File: src/rtl/vga_pkg.sv
// Shared types for the VGA framebuffer write path.
package vga_pkg;

  localparam int unsigned PIX_W = 3;

  typedef logic [PIX_W-1:0] pixel_t;
  typedef logic [9:0]       coord_x_t;
  typedef logic [9:0]       coord_y_t;

  typedef enum logic {ST_IDLE, ST_CLEAR} arb_state_t;

endpackage

File: src/rtl/vga_fb_write_arbiter_if.sv
// Packed requester bundle feeding the framebuffer write arbiter.
interface vga_fb_write_arbiter_if #(
  parameter int unsigned NUM_REQ = 3,
  parameter int unsigned X_W     = 10,
  parameter int unsigned Y_W     = 10
);

  logic [NUM_REQ-1:0]                req_valid;
  logic [NUM_REQ*X_W-1:0]            req_x;
  logic [NUM_REQ*Y_W-1:0]            req_y;
  logic [NUM_REQ*vga_pkg::PIX_W-1:0] req_pixel;
  logic [NUM_REQ-1:0]                req_ready;

  modport master (output req_valid, req_x, req_y, req_pixel, input  req_ready);
  modport slave  (input  req_valid, req_x, req_y, req_pixel, output req_ready);

endinterface

File: src/rtl/vga_fb_write_arbiter_rr_arbiter.sv
// Round-robin arbiter: searches upward from the pointer, pointer moves past the winner on advance.
module rr_arbiter #(
  parameter int unsigned NUM_REQ = 3
) (
  input  logic                       clk,
  input  logic                       srst,
  input  logic [NUM_REQ-1:0]         req,
  input  logic                       en,
  input  logic                       advance,
  output logic [NUM_REQ-1:0]         gnt,
  output logic [$clog2(NUM_REQ)-1:0] gnt_idx
);

  localparam int unsigned PTR_W = $clog2(NUM_REQ);

  logic [PTR_W-1:0] ptr;
  logic [PTR_W-1:0] idx;
  logic             found;

  always_comb begin
    gnt     = '0;
    gnt_idx = '0;
    found   = 1'b0;
    idx     = '0;
    if (en) begin
      for (int unsigned k = 0; k < NUM_REQ; k++) begin
        idx = PTR_W'((32'(ptr) + k) % NUM_REQ);
        if (!found && req[idx]) begin
          gnt[idx] = 1'b1;
          gnt_idx  = idx;
          found    = 1'b1;
        end
      end
    end
  end

  always_ff @(posedge clk) begin
    if (srst) begin
      ptr <= '0;
    end else if (advance) begin
      ptr <= (gnt_idx == PTR_W'(NUM_REQ - 1)) ? '0 : gnt_idx + PTR_W'(1);
    end
  end

endmodule

File: src/rtl/vga_fb_write_arbiter.sv
// Shares the VGA framebuffer write port between requesters and a raster clear sequencer.
module vga_fb_write_arbiter
  import vga_pkg::*;
#(
  parameter int unsigned NUM_REQ = 3,
  parameter int unsigned X_W     = 10,
  parameter int unsigned Y_W     = 10
) (
  input  logic                   clk,
  input  logic                   srst,
  input  logic [X_W-1:0]         width,
  input  logic [Y_W-1:0]         height,
  input  logic                   tear_free,
  input  logic                   visible_s,
  vga_fb_write_arbiter_if.slave  req_if,
  input  logic                   clear_start,
  input  pixel_t                 clear_color,
  output logic                   clear_busy,
  output logic [X_W-1:0]         fb_x,
  output logic [Y_W-1:0]         fb_y,
  output logic                   fb_wr_en,
  output pixel_t                 fb_pixel,
  output logic                   err_oob
);

  arb_state_t                   state;
  logic                         gate;
  logic                         arb_en;
  logic [NUM_REQ-1:0]           gnt;
  logic [$clog2(NUM_REQ)-1:0]   gnt_idx;
  logic                         hs;
  logic [X_W-1:0]               xs [NUM_REQ];
  logic [Y_W-1:0]               ys [NUM_REQ];
  pixel_t                       ps [NUM_REQ];
  logic [X_W-1:0]               sel_x, cx, w_s;
  logic [Y_W-1:0]               sel_y, cy, h_s;
  pixel_t                       sel_p, color_s;

  assign gate   = !(tear_free && visible_s);
  // clear_start wins over requesters in the cycle it is seen
  assign arb_en = gate && (state == ST_IDLE) && !clear_start;
  assign hs     = |gnt;
  assign req_if.req_ready = gnt;

  rr_arbiter #(.NUM_REQ(NUM_REQ)) u_rr (
    .clk     (clk),
    .srst    (srst),
    .req     (req_if.req_valid),
    .en      (arb_en),
    .advance (hs),
    .gnt     (gnt),
    .gnt_idx (gnt_idx)
  );

  always_comb begin
    for (int unsigned k = 0; k < NUM_REQ; k++) begin
      xs[k] = req_if.req_x[k*X_W +: X_W];
      ys[k] = req_if.req_y[k*Y_W +: Y_W];
      ps[k] = req_if.req_pixel[k*PIX_W +: PIX_W];
    end
  end

  assign sel_x = xs[gnt_idx];
  assign sel_y = ys[gnt_idx];
  assign sel_p = ps[gnt_idx];

  always_ff @(posedge clk) begin
    if (srst) begin
      state      <= ST_IDLE;
      clear_busy <= 1'b0;
      fb_x       <= '0;
      fb_y       <= '0;
      fb_wr_en   <= 1'b0;
      fb_pixel   <= '0;
      err_oob    <= 1'b0;
      cx         <= '0;
      cy         <= '0;
      w_s        <= '0;
      h_s        <= '0;
      color_s    <= '0;
    end else begin
      fb_wr_en <= 1'b0;
      err_oob  <= 1'b0;
      case (state)
        ST_IDLE: begin
          if (clear_start) begin
            w_s        <= width;
            h_s        <= height;
            color_s    <= clear_color;
            cx         <= '0;
            cy         <= '0;
            state      <= ST_CLEAR;
            clear_busy <= 1'b1;
          end else if (hs) begin
            if (sel_x < width && sel_y < height) begin
              fb_wr_en <= 1'b1;
              fb_x     <= sel_x;
              fb_y     <= sel_y;
              fb_pixel <= sel_p;
            end else begin
              err_oob <= 1'b1;
            end
          end
        end
        ST_CLEAR: begin
          // an empty area finishes after a single busy cycle
          if (w_s == '0 || h_s == '0) begin
            state      <= ST_IDLE;
            clear_busy <= 1'b0;
          end else if (gate) begin
            fb_wr_en <= 1'b1;
            fb_x     <= cx;
            fb_y     <= cy;
            fb_pixel <= color_s;
            if (cx == w_s - X_W'(1)) begin
              cx <= '0;
              if (cy == h_s - Y_W'(1)) begin
                cy         <= '0;
                state      <= ST_IDLE;
                clear_busy <= 1'b0;
              end else begin
                cy <= cy + Y_W'(1);
              end
            end else begin
              cx <= cx + X_W'(1);
            end
          end
        end
        default: state <= ST_IDLE;
      endcase
    end
  end

endmodule

File: src/flat_wrapper.sv
// flat-port wrapper written by rule: the top's interface ports become plain ports
module vga_fb_write_arbiter_flat import vga_pkg::*;
#(
  parameter int unsigned NUM_REQ = 3,
  parameter int unsigned X_W     = 10,
  parameter int unsigned Y_W     = 10
)
  (clk, srst, width, height, tear_free, visible_s, clear_start, clear_color, clear_busy, fb_x, fb_y, fb_wr_en, fb_pixel, err_oob, req_if_req_valid, req_if_req_x, req_if_req_y, req_if_req_pixel, req_if_req_ready);
  vga_fb_write_arbiter_if #(.NUM_REQ(NUM_REQ), .X_W(X_W), .Y_W(Y_W)) req_if_i ();
  input  logic clk;
  input  logic srst;
  input  logic [X_W-1:0] width;
  input  logic [Y_W-1:0] height;
  input  logic tear_free;
  input  logic visible_s;
  input  logic clear_start;
  input  pixel_t clear_color;
  output logic clear_busy;
  output logic [X_W-1:0] fb_x;
  output logic [Y_W-1:0] fb_y;
  output logic fb_wr_en;
  output pixel_t fb_pixel;
  output logic err_oob;
  input wire logic [$bits(req_if_i.req_valid)-1:0] req_if_req_valid;
  input wire logic [$bits(req_if_i.req_x)-1:0] req_if_req_x;
  input wire logic [$bits(req_if_i.req_y)-1:0] req_if_req_y;
  input wire logic [$bits(req_if_i.req_pixel)-1:0] req_if_req_pixel;
  output wire logic [$bits(req_if_i.req_ready)-1:0] req_if_req_ready;
  assign req_if_i.req_valid = req_if_req_valid;
  assign req_if_i.req_x = req_if_req_x;
  assign req_if_i.req_y = req_if_req_y;
  assign req_if_i.req_pixel = req_if_req_pixel;
  assign req_if_req_ready = req_if_i.req_ready;
  vga_fb_write_arbiter #(.NUM_REQ(NUM_REQ), .X_W(X_W), .Y_W(Y_W)) u_core (.clk(clk), .srst(srst), .width(width), .height(height), .tear_free(tear_free), .visible_s(visible_s), .req_if(req_if_i), .clear_start(clear_start), .clear_color(clear_color), .clear_busy(clear_busy), .fb_x(fb_x), .fb_y(fb_y), .fb_wr_en(fb_wr_en), .fb_pixel(fb_pixel), .err_oob(err_oob));
endmodule
File: config.mk
export PLATFORM = sky130hd
export DESIGN_NAME = vga_fb_write_arbiter_flat
export DESIGN_NICKNAME = d
export VERILOG_FILES = /design/src/rtl/vga_pkg.sv /design/src/rtl/vga_fb_write_arbiter_if.sv /design/src/rtl/vga_fb_write_arbiter_rr_arbiter.sv /design/src/rtl/vga_fb_write_arbiter.sv /design/src/flat_wrapper.sv
export SDC_FILE = /design/constraint.sdc
export NUM_CORES = 1
export LEC_CHECK = 0
export ABC_AREA = 1
export CORE_MARGIN = 3
export CORE_UTILIZATION = 35
export DETAILED_ROUTE_END_ITERATION = 12
export PLACE_DENSITY = 0.63
export SYNTH_ARGS = -nofsm -noshare
export SYNTH_HDL_FRONTEND = slang
export SYNTH_SLANG_ARGS = --single-unit
File: constraint.sdc
create_clock -name clk -period 9.4 [get_ports clk]
set_input_delay 1.88 -clock clk [delete_from_list [all_inputs] [get_ports clk]]
set_output_delay 1.88 -clock clk [all_outputs]
set_load 0.01 [all_outputs]
==> key figures, run 1 <==
Pwr
  – Gate power share: 50.9%
  – Tot Pwr: 1.52 mW
  – Lkg Pwr: 2.98 nW
  – Clk pwr share: 23.2%
  – Total internal power: 890 µW
  – Switching part of the total: 41.5%
  – Worst VDD drop: 0.106 mV
  – Sequential share of power: 25.9%
  – Pwr dens: 225 nW/µm²
  – Net switching power: 631 µW

Clock network
  – CTS clk-pin slew, worst paths: 0.05 ns
  – Clk Latency, worst-skew pair: 0.33 ns
  – Hold_buf cts: 0
  – CTS Buffer Depth: 2
  – Clock Tree Root: clkbuf_16
  – Clk sinks: 72
  – Num CTS Buffers: 9
  – H-tree level count: 3
  – Post-cts resize count: 0
  – TritonCTS clock tree: built
  – Setup Buffers After CTS: 0

Floorplanning
  – Effective utilization at floorplan: 36.1%
  – Die area: 15900 µm²
  – # rows: 43
  – Ports: 129
  – Core box area: 14000 µm²
  – Die height: 126 µm
  – Die X: 126 µm

STA
  – Fin Setup TNS: 0 ns
  – Max_slew headroom: 61.8%
  – Hold_ws: 0.486 ns
  – Hold Vio Cnt, Final: 0
  – Tcrit/Tclk final: 60.6%
  – Worst Tran Pin Value: 0.574 ns
  – Setup violators final: 0
  – RSZ-0062 raised after global routing: false
  – Slew Limit Fails: 0
  – Post-layout min period: 5.69 ns
  – FMAX: 176 MHz
  – Fin Clk Skew: 0.00847 ns

Status
  – Status: complete, no violations

Min path
  – Worst Hold End: u_core.color_s[1]
  – Beginning of the worst hold path: u_core.color_s[1]
  – Worst Hold Path Cells: 2
  – Worst Hold Class: reg2reg

Critical path
  – R2r setup slk: 4.87 ns
  – Worst setup EP type: register
  – Reg2Reg Depth: 22
  – Critical path required time: 9.62 ns
  – FF-to-FF End: u_core.fb_x[1]
  – CP max FO: 47
  – Data arrival, critical path: 5.92 ns
  – Crit start category: primary input
  – Worst R2R Start: u_core.u_rr.ptr[0]
  – Crit path kind: in2reg

Synthesis
  – Synth Area in Simple Gates: 30.9%
  – Post-synthesis mux area share: 0%
  – Syn_area_per_cell: 6.41 µm²
  – Synth top area cells: dfxtp_1 29%, nand2_1 11%, a21oi_1 8.0%
  – Post-Synthesis Cells: 787
  – Synth Area in Adders: 6.95%
  – Syn_nets: 915
  – Yosys warning total: 0
  – Main combinational cell family by area after synthesis: simple AND/OR/NAND/NOR gates
  – Synth Area in Compound Gates: 18.4%
  – Synth Area in XOR/XNOR: 4.17%
  – Synth cell types: 38
  – Seq/Total Area, Yosys: 28.6%
  – Area leader, netlist: dfxtp_1
  – Post-Syn Area: 5040 µm²
  – Seq cells post-synth: 72
  – Post-synth top area share: 28.6%

Place
  – IO Port Bufs: 128
  – DP HPWL: 12800 µm
  – GP Congestion: 0.871
  – Placed cells: 1068
  – Area after DPL: 6440 µm²

Final layout
  – Register area: 1440 µm²
  – Footprint of the multi-input gates: 3050 µm²
  – Final Instance Area: 6750 µm²
  – Nets: 1027
  – Fillers: 1482
  – # diodes: 0
  – Synth-to-Final Area Change: 33.7%
  – Share of cells above drive strength 1: 4.65%
  – Final std cells w/o fill: 1083

Routing
  – DRT Pass-1 Iters: 4
  – DR iter-0 viols: 459
  – Number of remaining DRC errors: 0
  – Routed vias: 5374
  – WL per Instance: 15.1 µm
  – DRT Wirelength: 16400 µm
  – Routed Antenna Nets: 0
  – Vias per cell: 4.96

GRT
  – GRT overflow: 0
  – Vias in the first global route: 5104
  – Initial antenna violation count: 0
  – First-pass GRT wire length: 25900 µm
  – Largest net degree at the start of global routing: 55
  – Total GRT Usage: 20.3%

Run
  – Max-Cap Viols: 0
-- through the flow --
stage               util, %  worst slack (ns)
global placement       46.0              3.51
finish                 48.2              3.71
global route           48.2              3.13
floorplan                 -              4.80
detailed placement     46.0              3.36
CTS                    48.2              3.72
-- registers in the layout, indices dropped and copies added (netlist names) --
register           cells
u_core.fb_pixel        3
u_core.clear_busy      1
u_core.err_oob         1
u_core.state           1
u_core.cx             10
u_core.fb_y           10
u_core.fb_wr_en        1
u_core.color_s         3
u_core.u_rr.ptr        2
u_core.fb_x           10
u_core.cy             10
u_core.h_s            10
u_core.w_s            10
-- critical path: stages --
cell and delay [ns]:
clkdlybuf4s50_1 0.56, nand2_1 0.07, nand2_1 0.10, nand2_4 0.09, nand3_2 0.09, clkinv_1 0.07
nand2_1 0.10, nand3_4 0.39, nand2_2 0.50, o22ai_1 0.13, nor2_1 0.27, ha_1 0.30
nand2_1 0.08, nor2_1 0.05, a211oi_1 0.27, o211ai_1 0.13, nor2_1 0.15, nand4_1 0.10
buf_4 0.28, a21oi_1 0.20, nor2_1 0.06
-- power by group through the flow --
stage | combinational [mW] | sequential (mW) | clock (mW)
after global routing | 0.880 | 0.400 | 0.372
final | 0.775 | 0.394 | 0.352
after floorplan | 0.500 | 0.409 | 0
after global placement | 0.767 | 0.401 | 0
after detailed placement | 0.774 | 0.400 | 0
after CTS | 0.778 | 0.394 | 0.359
-- area by class of cell --
class / instances / area share [%]
multi-input combinational: 575 / 45.2
timing repair buffer: 133 / 19.6
tap: 180 / 3.34
clock buffer: 13 / 4.01
sequential: 72 / 21.4
inverter: 108 / 6.01
clock inverter: 2 / 0.556
-- Yosys cell counts, drive strengths merged --
cell     number
clkinv        2
o2111ai       1
nand3        57
a22oi         1
nand3b        4
a211oi        2
buf          11
a2111oi       1
o22ai        18
nor3b         6
inv         106
clkbuf       21
nor3         14
nand2       157
nand4        13
o31ai         1
o21a          1
a21oi        81
or2           7
xor2         18
ha           28
o21ai        59
a31oi         5
o211ai        4
nor4          5
dfxtp        72
nor2         86
xnor2         6
-- worst max-delay path by stage --
stage | from | end | slack, ns | cells past startpoint
2_1_floorplan | req_if_req_valid[1] | u_core.fb_pixel[1] | 4.80 | 23
3_3_place_gp | req_if_req_valid[2] | u_core.fb_y[4] | 3.51 | 21
3_5_place_dp | req_if_req_valid[2] | u_core.fb_x[1] | 3.36 | 21
4_1_cts | req_if_req_valid[2] | u_core.fb_x[1] | 3.72 | 21
5_1_grt | req_if_req_valid[1] | u_core.fb_x[0] | 3.13 | 21
6_report | req_if_req_valid[2] | u_core.fb_x[1] | 3.71 | 21
-- cell usage in the layout, fill, tap and decap left out, types with 2 or more instances in the layout --
cell	Yosys	routed
o21ai_1	3	3
a21oi_1	81	81
o21ai_0	56	56
nor3b_1	6	6
xor2_1	18	18
clkdlybuf4s50_1	0	128
o22ai_1	18	18
clkbuf_16	0	9
nor3_1	13	13
inv_1	101	101
nand3b_1	4	4
buf_4	1	5
nand4_1	13	13
nor2_1	86	86
or2_2	7	7
dfxtp_1	72	72
xnor2_1	6	6
inv_2	5	5
o211ai_1	4	4
nor4_1	5	5
nand2_2	4	4
a31oi_1	5	5
clkbuf_8	0	3
ha_1	28	28
nand2_1	151	151
a211oi_1	2	2
clkinv_1	2	2
nand2_4	2	2
nand3_1	53	53
nand3_2	3	3
-- metal layers --
layer,vias up,track usage (%),share of wire (%)
li1,2823,-,-
met1,2419,25.8,45
met4,0,4.92,1.7
met3,18,3.35,3.9
met5,-,0,0
met2,114,35.7,49
-- cells by family after synthesis --
family,after synthesis
AOI/OAI and AO/OA,174
adders and majority gates,28
DFF,72
buffers and inverters,140
xor gates and xnor gates,24
and+or+nand+nor,349
Power figures use the tool's default switching activity.
==> run 2, diff against run 1 <==
--- a/config.mk
+++ b/config.mk
@@ -9,7 +9,7 @@
 export CORE_MARGIN = 3
 export CORE_UTILIZATION = 35
 export DETAILED_ROUTE_END_ITERATION = 12
-export PLACE_DENSITY = 0.63
+export PLACE_DENSITY = 0.66
 export SYNTH_ARGS = -nofsm -noshare
 export SYNTH_HDL_FRONTEND = slang
 export SYNTH_SLANG_ARGS = --single-unit
==> constraint.sdc (replaced) <==
create_clock -name clk -period 5 [get_ports clk]
set_input_delay 1 -clock clk [delete_from_list [all_inputs] [get_ports clk]]
set_output_delay 1 -clock clk [all_outputs]
set_load 0.01 [all_outputs]
==> run 2 against run 1 <==
First-iteration DRC count is 17% higher. Design area about the same. Total power grew 86%. Wire length up 1.2%.
==> key figures, run 2 (synthesis results as in run 1) <==
Status
  – Status: complete, no violations (unchanged)

Min path
  – Worst Hold Class: reg2reg (unchanged)
  – Beginning of the worst hold path: u_core.color_s[2] (was u_core.color_s[1])

Floorplanning
  – Ports: 129 (unchanged)
  – Die height: 126 µm (unchanged)
  – Die X: 126 µm (unchanged)
  – Effective utilization at floorplan: 36.1% (unchanged)
  – Core box area: 14000 µm² (unchanged)
  – Die area: 15900 µm² (unchanged)
  – # rows: 43 (unchanged)

Clock network
  – CTS Buffer Depth: 2 (unchanged)
  – Num CTS Buffers: 9 (unchanged)
  – CTS clk-pin slew, worst paths: 0.06 ns (was 0.05 ns)
  – H-tree level count: 3 (unchanged)
  – TritonCTS clock tree: built (unchanged)
  – Clk sinks: 72 (unchanged)
  – Setup Buffers After CTS: 0 (unchanged)
  – Post-cts resize count: 0 (unchanged)
  – Clk Latency, worst-skew pair: 0.35 ns (was 0.33 ns)
  – Clock Tree Root: clkbuf_16 (unchanged)
  – Hold_buf cts: 0 (unchanged)

GRT
  – Vias in the first global route: 5100 (was 5104)
  – First-pass GRT wire length: 26200 µm (was 25900 µm)
  – Initial antenna violation count: 0 (unchanged)
  – GRT overflow: 0 (unchanged)
  – Total GRT Usage: 20.7% (was 20.3%)
  – Largest net degree at the start of global routing: 49 (was 55)

Place
  – GP Congestion: 0.920 (was 0.871)
  – DP HPWL: 13000 µm (was 12800 µm)
  – IO Port Bufs: 128 (unchanged)
  – Placement Setup Slack: 0.224 ns (was 3.36 ns)

Final layout
  – Synth-to-Final Area Change: 33.8% (was 33.7%)
  – # diodes: 0 (unchanged)
  – Share of cells above drive strength 1: 5.08% (was 4.65%)
  – Most frequent cells in the layout: 151 x nand2_1, 128 x clkdlybuf4s50_1, 101 x inv_1 (unchanged)
  – Nets: 1029 (was 1027)
  – Commonest non-fill, non-tap cell in the layout: nand2_1 (unchanged)

Critical path
  – Data arrival, critical path: 4.63 ns (was 5.92 ns)
  – Crit start category: primary input (unchanged)
  – CP max FO: 47 (unchanged)
  – Worst setup EP type: register (unchanged)
  – Worst R2R Start: u_core.u_rr.ptr[0] (unchanged)
  – Critical path required time: 5.24 ns (was 9.62 ns)
  – Crit path kind: in2reg (unchanged)
  – Critical path startpoint: req_if_req_valid[2] (unchanged)

STA
  – Hold Vio Cnt, Final: 0 (unchanged)
  – Worst setup margin: 0.606 ns (was 3.71 ns)
  – Setup violators final: 0 (unchanged)
  – Tcrit/Tclk final: 87.9%
  – Slew Limit Fails: 0 (unchanged)
  – RSZ-0062 raised after global routing: false (unchanged)
  – Fin Clk Skew: 0.00881 ns (was 0.00847 ns)
  – Max_slew headroom: 62.8% (was 61.8%)
  – Post-layout min period: 4.39 ns
  – Worst Tran Pin Value: 0.558 ns (was 0.574 ns)
  – Hold_ws: 0.484 ns (was 0.486 ns)
  – Fin Setup TNS: 0 ns (unchanged)
  – FMAX: 228 MHz

Routing
  – DRT Wirelength: 16600 µm (was 16400 µm)
  – DRT Pass-1 Iters: 5 (was 4)
  – DR iter-0 viols: 535 (was 459)
  – Routed vias: 5445 (was 5374)
  – Routed Antenna Nets: 0 (unchanged)
  – Vias per cell: 5.01 (was 4.96)
  – Number of remaining DRC errors: 0 (unchanged)
  – WL per Instance: 15.3 µm (was 15.1 µm)

Pwr
  – Worst VDD drop: 0.249 mV (was 0.106 mV)
  – Tot Pwr: 2.83 mW (was 1.52 mW)
  – Pwr dens: 419 nW/µm² (was 225 nW/µm²)
  – Lkg Pwr: 2.99 nW (was 2.98 nW)

Run
  – Max-Cap Viols: 0 (unchanged)
-- run 2: cell types whose count changed in the layout (fill, tap and decap cells not counted), sizes merged --
| cell | before | now |
|---|---|---|
| clkinv | 2 | 6 |
| clkbuf | 13 | 10 |
| buf | 5 | 7 |
| bufinv | 1 | 0 |
| inv | 106 | 107 |
-- run 2: power breakdown --
group / switching, mW / internal (mW)
combinational: 0.880 / 0.590
sequential: 0.0696 / 0.673
clock: 0.261 / 0.351
total: 1.21 / 1.61
-- run 2: path summary, 6_finish.rpt --
path                                           end  slack, ns  cells after the start
worst max-delay path            u_core.fb_pixel[0]       0.61                     21
worst min register to register   u_core.color_s[2]       0.48                      2
worst min-delay path             u_core.color_s[2]       0.48                      2
worst max register to register  u_core.fb_pixel[0]       0.92                     22
-- run 2: critical path: stages --
cell and delay (ns):
clkdlybuf4s50_1 0.56, nand2_1 0.08, nand2_1 0.10, nand2_4 0.09, nand3_2 0.09, clkinv_1 0.08
nand2_1 0.10, nand3_4 0.12, nand2_2 0.33, o22ai_1 0.12, nor2_1 0.15, ha_1 0.26
a21oi_1 0.15, nor2_1 0.05, a2111oi_0 0.35, o211ai_1 0.16, nor2_1 0.15, nand4_1 0.11
buf_4 0.28, a21oi_1 0.22, nor2_1 0.06
-- run 2: cell type report --
class	instances	area, µm²
sequential	72	1440
clock inverter	6	43.8
inverter	108	405
fill	1456	7240
clock buffer	10	239
timing repair buffer	135	1350
tap	180	225
multi-input combinational	575	3050
-- run 2: metrics by stage --
step	cells	cell area, µm²	utilization, %
CTS	1086	6750	48.2
detailed placement	1070	6460	46.2
floorplan	787	5040	-
global placement	1070	6460	46.2
finish	1086	6750	48.2
global route	1086	6750	48.2
-- run 2: per-layer routing --
layer | global-route usage (%) | part of all wire [%] | vias up
met5 | 0 | 0 | -
met3 | 4.28 | 4.6 | 22
li1 | - | - | 2826
met2 | 36.6 | 50 | 119
met1 | 25.7 | 43 | 2478
met4 | 5.24 | 1.8 | 0
